**src/rtl/jt51_interpol_pkg.sv**
```systemverilog
// Shared types and helpers for the stereo polyphase interpolator.
package jt51_interpol_pkg;

    typedef enum logic [2:0] {
        ST_IDLE = 3'd0,
        ST_LOAD = 3'd1,
        ST_MACL = 3'd2,
        ST_MACR = 3'd3,
        ST_DONE = 3'd4
    } state_t;

    // Coefficient count at default parameters (phases * taps)
    localparam int DEF_NCOEFF = 32;

    // Clamp a signed value into the range of an ow-bit signed number
    function automatic logic signed [63:0] sat_s(input logic signed [63:0] v, input int ow);
        logic signed [63:0] hi;
        logic signed [63:0] lo;
        hi = (64'sd1 <<< (ow - 1)) - 64'sd1;
        lo = -(64'sd1 <<< (ow - 1));
        if (v > hi) return hi;
        if (v < lo) return lo;
        return v;
    endfunction

endpackage

```
**src/rtl/jt51_interpol_ram.sv**
```systemverilog
// History buffer: small synchronous RAM, 1-cycle read latency, cleared on reset.
module jt51_interpol_ram #(
    parameter int dw = 16,
    parameter int aw = 3
) (
    input  logic          clk,
    input  logic          rst_n,
    input  logic          we_i,
    input  logic [aw-1:0] addr_i,
    input  logic [dw-1:0] wdata_i,
    output logic [dw-1:0] rdata_o
);

    logic [dw-1:0] mem_q [2**aw];
    logic [dw-1:0] rdata_q;

    // Write on we_i, always read the addressed word (read-before-write)
    always_ff @(posedge clk or negedge rst_n) begin
        if (!rst_n) begin
            for (int i = 0; i < 2**aw; i++) mem_q[i] <= '0;
            rdata_q <= '0;
        end else begin
            if (we_i) mem_q[addr_i] <= wdata_i;
            rdata_q <= mem_q[addr_i];
        end
    end

    assign rdata_o = rdata_q;

endmodule

```
**src/rtl/jt51_interpol.sv**
```systemverilog
// Stereo polyphase 1:L interpolating FIR, one shared multiplier alternating L/R.
// MAC pipeline: A = history read + coefficient index, B = multiply, C = accumulate.
module jt51_interpol
    import jt51_interpol_pkg::*;
#(
    parameter int data_width   = 16,
    parameter int output_width = 16,
    parameter int coeff_width  = 16,
    parameter int phases       = 4,
    parameter int taps         = 8,
    parameter int hist_width   = 3,
    parameter int caddr_width  = 5,
    parameter int gain_shift   = 2
) (
    input  logic                          clk,
    input  logic                          rst_n,
    input  logic                          sample,
    input  logic signed [data_width-1:0]  left_in,
    input  logic signed [data_width-1:0]  right_in,
    input  logic                          tick,
    input  logic signed [coeff_width-1:0] coeff,
    output logic [caddr_width-1:0]        coeff_addr,
    output logic signed [output_width-1:0] left_out,
    output logic signed [output_width-1:0] right_out,
    output logic                          sample_out,
    output logic                          overrun,
    output logic                          underrun
);

    localparam int PW  = data_width + coeff_width;
    localparam int AW  = PW + hist_width;
    localparam int SH  = coeff_width - 1 - gain_shift;
    localparam int PHW = $clog2(phases) + 1;

    state_t                         state_q;
    logic                           last_sample_q, last_tick_q;
    logic                           samp_edge, tick_edge;
    logic [hist_width-1:0]          wptr_q, k_q, kd_q;
    logic [PHW-1:0]                 p_q, pl_q;
    logic                           pend_q, tpend_q;
    logic signed [data_width-1:0]   pend_l_q, pend_r_q;
    logic                           chan_a_q, chan_b_q;
    logic [1:0]                     vld_pipe_q;
    logic signed [PW-1:0]           prod_q, mult;
    logic signed [AW-1:0]           acc_l_q, acc_r_q;
    logic signed [output_width-1:0] left_q, right_q;
    logic                           sample_out_q, overrun_q, underrun_q;
    logic                           ram_we, mac_issue;
    logic [hist_width-1:0]          ram_addr;
    logic signed [data_width-1:0]   rd_l, rd_r, mop;

    assign samp_edge = sample & ~last_sample_q;
    assign tick_edge = tick & ~last_tick_q;
    assign mac_issue = (state_q == ST_MACL) || (state_q == ST_MACR);

    // LOAD writes the new newest slot; otherwise read x[n-k] at wptr+k
    assign ram_we   = (state_q == ST_LOAD);
    assign ram_addr = ram_we ? wptr_q - hist_width'(1) : wptr_q + k_q;

    jt51_interpol_ram #(.dw(data_width), .aw(hist_width)) u_ram_l (
        .clk(clk), .rst_n(rst_n), .we_i(ram_we), .addr_i(ram_addr),
        .wdata_i(pend_l_q), .rdata_o(rd_l)
    );

    jt51_interpol_ram #(.dw(data_width), .aw(hist_width)) u_ram_r (
        .clk(clk), .rst_n(rst_n), .we_i(ram_we), .addr_i(ram_addr),
        .wdata_i(pend_r_q), .rdata_o(rd_r)
    );

    // Coefficient index follows stage B (tap of the word just read)
    assign coeff_addr = caddr_width'(kd_q) * caddr_width'(phases) + caddr_width'(pl_q);
    assign mop        = chan_a_q ? rd_r : rd_l;
    assign mult       = PW'(mop) * PW'(coeff);

    function automatic logic signed [output_width-1:0] to_out(input logic signed [AW-1:0] a);
        logic signed [AW-1:0] s;
        s = a >>> SH;
        return output_width'(sat_s({{(64-AW){s[AW-1]}}, s}, output_width));
    endfunction

    // Strobe edge detection
    always_ff @(posedge clk or negedge rst_n) begin
        if (!rst_n) begin
            last_sample_q <= 1'b0;
            last_tick_q   <= 1'b0;
        end else begin
            last_sample_q <= sample;
            last_tick_q   <= tick;
        end
    end

    // Control FSM: sample/tick arbitration, phase tracking, output registers
    always_ff @(posedge clk or negedge rst_n) begin
        if (!rst_n) begin
            state_q      <= ST_IDLE;
            wptr_q       <= '0;
            k_q          <= '0;
            p_q          <= '0;
            pl_q         <= '0;
            pend_q       <= 1'b0;
            tpend_q      <= 1'b0;
            pend_l_q     <= '0;
            pend_r_q     <= '0;
            left_q       <= '0;
            right_q      <= '0;
            sample_out_q <= 1'b0;
            overrun_q    <= 1'b0;
            underrun_q   <= 1'b0;
        end else begin
            sample_out_q <= 1'b0;
            // Data is captured at the edge; a second edge while pending replaces it
            if (samp_edge) begin
                pend_l_q <= left_in;
                pend_r_q <= right_in;
                if (pend_q) overrun_q <= 1'b1;
            end
            if (state_q != ST_IDLE) begin
                if (samp_edge) pend_q <= 1'b1;
                if (tick_edge) overrun_q <= 1'b1;
            end
            case (state_q)
                ST_IDLE: begin
                    if (pend_q || samp_edge) begin
                        state_q <= ST_LOAD;
                        pend_q  <= 1'b0;
                        if (tick_edge) tpend_q <= 1'b1;
                    end else if (tick_edge || tpend_q) begin
                        state_q <= ST_MACL;
                        tpend_q <= 1'b0;
                        k_q     <= '0;
                        if (tick_edge && tpend_q) overrun_q <= 1'b1;
                        // Ran out of phases: repeat the last one
                        if (p_q == PHW'(phases)) begin
                            pl_q       <= PHW'(phases - 1);
                            underrun_q <= 1'b1;
                        end else begin
                            pl_q <= p_q;
                        end
                    end
                end
                ST_LOAD: begin
                    wptr_q  <= wptr_q - hist_width'(1);
                    p_q     <= '0;
                    state_q <= ST_IDLE;
                end
                ST_MACL: state_q <= ST_MACR;
                ST_MACR: begin
                    k_q     <= k_q + hist_width'(1);
                    state_q <= (k_q == hist_width'(taps - 1)) ? ST_DONE : ST_MACL;
                end
                ST_DONE: begin
                    // Wait for the multiply/accumulate pipeline to drain
                    if (vld_pipe_q == 2'b00) begin
                        left_q       <= to_out(acc_l_q);
                        right_q      <= to_out(acc_r_q);
                        sample_out_q <= 1'b1;
                        if (p_q != PHW'(phases)) p_q <= p_q + PHW'(1);
                        state_q      <= ST_IDLE;
                    end
                end
                default: state_q <= ST_IDLE;
            endcase
        end
    end

    // MAC datapath: shared multiplier, per-channel accumulators cleared while idle
    always_ff @(posedge clk or negedge rst_n) begin
        if (!rst_n) begin
            vld_pipe_q <= '0;
            chan_a_q   <= 1'b0;
            chan_b_q   <= 1'b0;
            kd_q       <= '0;
            prod_q     <= '0;
            acc_l_q    <= '0;
            acc_r_q    <= '0;
        end else begin
            vld_pipe_q <= {vld_pipe_q[0], mac_issue};
            chan_a_q   <= (state_q == ST_MACR);
            kd_q       <= k_q;
            chan_b_q   <= chan_a_q;
            prod_q     <= mult;
            if (state_q == ST_IDLE) begin
                acc_l_q <= '0;
                acc_r_q <= '0;
            end else if (vld_pipe_q[1]) begin
                if (chan_b_q) acc_r_q <= acc_r_q + {{hist_width{prod_q[PW-1]}}, prod_q};
                else          acc_l_q <= acc_l_q + {{hist_width{prod_q[PW-1]}}, prod_q};
            end
        end
    end

    assign left_out   = left_q;
    assign right_out  = right_q;
    assign sample_out = sample_out_q;
    assign overrun    = overrun_q;
    assign underrun   = underrun_q;

endmodule

```
**config.mk**
```make
export PLATFORM = sky130hd
export DESIGN_NAME = jt51_interpol
export DESIGN_NICKNAME = d
export VERILOG_FILES = /design/src/rtl/jt51_interpol_pkg.sv /design/src/rtl/jt51_interpol_ram.sv /design/src/rtl/jt51_interpol.sv
export SDC_FILE = /design/constraint.sdc
export NUM_CORES = 2
export LEC_CHECK = 0
export ABC_AREA = 1
export CAP_MARGIN = 30
export CORE_MARGIN = 2
export CORE_UTILIZATION = 50
export CTS_BUF_LIST = sky130_fd_sc_hd__clkbuf_4 sky130_fd_sc_hd__clkbuf_8
export CTS_CLUSTER_SIZE = 20
export DETAILED_ROUTE_END_ITERATION = 6
export PLACE_DENSITY = 0.76
export SYNTH_ARGS = -nofsm -noshare
export SYNTH_HDL_FRONTEND = slang
export SYNTH_HIERARCHICAL = 1
export SYNTH_SLANG_ARGS = --single-unit
export TNS_END_PERCENT = 20
```
**constraint.sdc**
```tcl
create_clock -name clk -period 16.7 [get_ports clk]
set_input_delay 5.01 -clock clk [delete_from_list [all_inputs] [get_ports clk]]
set_output_delay 5.01 -clock clk [all_outputs]
set_load 0.01 [all_outputs]
```
==> results.txt <==
----------------------------------------------------
[Timing]
  Total count of max-transition violations in the final report ... 0
  Layout Skew ... 0.0324 ns
  Fmax ... 93.9 MHz
  Setup repair after global routing missed its margin ... no
  Post-Route Setup TNS ... 0 ns
  Minimum clock period ... 10.65 ns
  Least-Margin Pin Slew ... 0.924 ns
  Final setup violation count ... 0
  Final worst path period share ... 63.8%
  Slew headroom ... 38.4%
  Final Hold Fails ... 0

[Final layout]
  Sequential cell area ... 12,100 um^2
  Net count, final ... 5,239
  Area grow syn2layout ... 10.8%
  Area of the multi-input gates ... 19,800 um^2
  Number of fill cells in the layout ... 6,539
  Proportion of layout cells with a drive suffix above 1 ... 5.10%

[GRT]
  Global-route wire length before repair ... 155,000 um
  Vias in the first global route ... 29,664
  Number of antenna violations at the first check in global routing ... 3
  Residual overflow from global routing ... 0
  Largest net degree at the start of global routing ... 161
  Gr usage total ... 26.3%

[Placed design]
  HPWL Detailed ... 70,600 um
  Port Buffers ... 91
  Routability congestion estimate ... 0.981

[CTS]
  Clock tree from TritonCTS ... built
  Resized cells post-CTS ... 0
  Latest clock arrival within the worst-skew pair ... 0.69 ns
  Clock net sink count ... 483
  Setup Fix Bufs, Post-CTS ... 0
  Number of levels in the clock H-tree ... 3
  Number of buffers inserted during clock tree synthesis ... 81
  Clock-pin slew of the registers on the worst-case setup and hold paths ... 0.06 ns
  Post-cts hold buffer count ... 0
  Root Buffer ... sky130_fd_sc_hd__clkbuf_8
  Clock tree buffer depth ... 3

[Synth]
  Dominant cell by count in the synthesized netlist ... sky130_fd_sc_hd__nand2_1
  Predominant post-synthesis flop cell ... sky130_fd_sc_hd__dfrtp_1
  Count of warnings emitted by yosys ... 6
  Main area contributors after synthesis ... sky130_fd_sc_hd__dfrtp_1, sky130_fd_sc_hd__nand2_1, sky130_fd_sc_hd__fa_1, sky130_fd_sc_hd__inv_1, sky130_fd_sc_hd__ha_1
  Sequential fraction of the synthesis area ... 34.2%
  Synth top area share ... 34.2%
  Distinct cell type count of the synthesized netlist ... 48
  Number of flops mapped to enable cells by yosys ... 0
  Async set or reset register ratio after synthesis ... 100%
  Syn Nets ... 5,173
  Cell area after synthesis ... 35,300 um^2
  Synthesized netlist cell count ... 4,698
  Number of register bits inferred by synthesis ... 483
  Synth top cells by count ... sky130_fd_sc_hd__nand2_1, sky130_fd_sc_hd__inv_1, sky130_fd_sc_hd__dfrtp_1
  Average size of a mapped cell ... 7.51 um^2
  Cell accounting for the most synthesized area ... sky130_fd_sc_hd__dfrtp_1

[Route]
  Number of optimization iterations in the first detailed-route pass ... 6
  Routed wirelength normalized by instance count ... 16.3 um
  Routed wire length ... 94,000 um
  Number of vias per cell after detailed routing ... 5.16
  Antenna Violating Nets Remaining ... 0
  DR vias ... 29,774
  DRT iter0 DRCs ... 2,182
  Number of design rule violations left after detail routing ... 0

[Floorplanning]
  Initial Util ... 50.5%
  Placeable core area ... 69,900 um^2
  Standard-cell rows ... 97
  Ports ... 92
  Floorplan die width ... 270 um
  Height of the die ... 270 um
  Area enclosed by the die boundary ... 72,700 um^2

[Critical path]
  Sort of element at the start of the critical path ... primary input
  Critical Path Fanout Max ... 9
  Crit end category ... register
  Required @ worst endpoint ... 17.27 ns
  Arrival @ worst endpoint ... 11.22 ns
  Crit Path Category ... primary input to register

[Outcome]
  Run status ... finished clean

[Flow run]
  Max Cap Violations ... 0

[Hold path]
  Path type of the worst min-delay path ... register to register

----------------------------------------------------
-- kinds of logic (layout without fill, tap and decap cells) --
| kind of cell | Yosys count | in the layout | share of synthesized area [%] |
|---|---|---|---|
| compound gates | 540 | 540 | 8.15 |
| fa+ha+maj | 423 | 423 | 20.6 |
| flops | 483 | 483 | 34.2 |
| buf+inv | 895 | 1025 | 9.83 |
| simple gates | 2318 | 2318 | 26.2 |
| other cells | 0 | 1 | 0 |
| xor+xnor | 39 | 39 | 0.968 |
-- metrics by stage --
step           area (um^2)  hold WS [ns]  cells  utilization (%)  setup WS (ns)
6_report             39100         0.457   5769             56.0           6.05
5_1_grt              39100         0.468   5769             56.0           5.68
4_1_cts              39100         0.462   5767             55.9           6.11
3_5_place_dp         37200         0.444   5620             53.2           5.37
3_3_place_gp         37000         0.449   5609             52.9           5.44
2_1_floorplan        35300         0.378   4698                -           6.32
-- state kept, by name (all words and copies together), names as in the netlist, 2 cells and up --
register         count
acc_l_q             35
acc_r_q             35
k_q                  3
kd_q                 3
left_out            16
p_q                  3
pend_l_q            16
pend_r_q            16
pl_q                 3
prod_q              32
right_out           16
state_q              3
u_ram_l/mem_q      128
u_ram_l/rdata_o     16
u_ram_r/mem_q      128
u_ram_r/rdata_o     16
vld_pipe_q           2
wptr_q               3
-- worst max-delay path: stages --
cell	delay (ns)
sky130_fd_sc_hd__clkdlybuf4s50_1	0.66
sky130_fd_sc_hd__clkinv_1	0.32
sky130_fd_sc_hd__nor2_1	0.34
sky130_fd_sc_hd__fa_1	0.52
sky130_fd_sc_hd__fa_1	0.86
sky130_fd_sc_hd__fa_1	0.51
sky130_fd_sc_hd__fa_1	0.48
sky130_fd_sc_hd__fa_1	0.54
sky130_fd_sc_hd__inv_1	0.05
sky130_fd_sc_hd__fa_1	0.52
sky130_fd_sc_hd__inv_1	0.04
sky130_fd_sc_hd__ha_1	0.37
sky130_fd_sc_hd__nand2_1	0.09
sky130_fd_sc_hd__nor2_1	0.15
sky130_fd_sc_hd__inv_1	0.07
sky130_fd_sc_hd__nor3_1	0.18
sky130_fd_sc_hd__and3_1	0.19
sky130_fd_sc_hd__nand2_1	0.05
sky130_fd_sc_hd__nand3_1	0.11
sky130_fd_sc_hd__nand2_1	0.05
sky130_fd_sc_hd__inv_1	0.05
sky130_fd_sc_hd__nor2_1	0.03
-- worst paths after layout --
path	from	end	slack [ns]	cells after the start
worst min-delay path	vld_pipe_q[0]$_DFF_PN0_	vld_pipe_q[1]$_DFF_PN0_	0.46	0
worst max-delay path	coeff[1]	prod_q[27]$_DFF_PN0_	6.05	22
max in group asynchronous	rst_n	u_ram_l/mem_q[2]$_DFFE_PN0P_	10.53	4
worst min register to register	vld_pipe_q[0]$_DFF_PN0_	vld_pipe_q[1]$_DFF_PN0_	0.46	0
worst max register to register	chan_a_q$_DFF_PN0_	prod_q[28]$_DFF_PN0_	9.28	22
min in group asynchronous	rst_n	right_out[13]$_DFFE_PN0P_	4.31	1
-- area by class of cell --
type | instances | area share, %
Multi-Input combinational cell | 3320 | 50.5
Tap cell | 940 | 3.01
Clock inverter | 20 | 0.669
Inverter | 754 | 7.24
Antenna cell | 1 | 0.00640
Sequential cell | 483 | 30.9
Clock buffer | 127 | 4.08
Timing Repair Buffer | 124 | 3.57
-- placed cells by master, fill, tap and decap left out, types with 7 or more instances in the layout --
master and instances:
sky130_fd_sc_hd__a21oi_1 110, sky130_fd_sc_hd__buf_16 9, sky130_fd_sc_hd__buf_4 19, sky130_fd_sc_hd__clkbuf_4 24
sky130_fd_sc_hd__clkbuf_8 103, sky130_fd_sc_hd__clkdlybuf4s50_1 90, sky130_fd_sc_hd__clkinv_2 7, sky130_fd_sc_hd__dfrtp_1 483
sky130_fd_sc_hd__fa_1 265, sky130_fd_sc_hd__ha_1 158, sky130_fd_sc_hd__inv_1 736, sky130_fd_sc_hd__inv_2 13
sky130_fd_sc_hd__nand2_1 1676, sky130_fd_sc_hd__nand3_1 173, sky130_fd_sc_hd__nand3b_1 13, sky130_fd_sc_hd__nand4_1 16
sky130_fd_sc_hd__nor2_1 368, sky130_fd_sc_hd__nor3_1 22, sky130_fd_sc_hd__o21ai_0 363, sky130_fd_sc_hd__o21ai_2 8
sky130_fd_sc_hd__o21bai_1 23, sky130_fd_sc_hd__or2_2 23, sky130_fd_sc_hd__xnor2_1 10, sky130_fd_sc_hd__xor2_1 29
-- per-layer routing --
layer	vias up	GRT usage, %	share of wire (%)
met5	-	0	0.027
met4	4	11.5	4.6
li1	14477	-	-
met3	213	4.61	6.5
met2	948	42.6	46
met1	14132	35.0	43
Power is not shown: default switching activity piles up to over one toggle a cycle in this logic, so the estimate is an artifact.
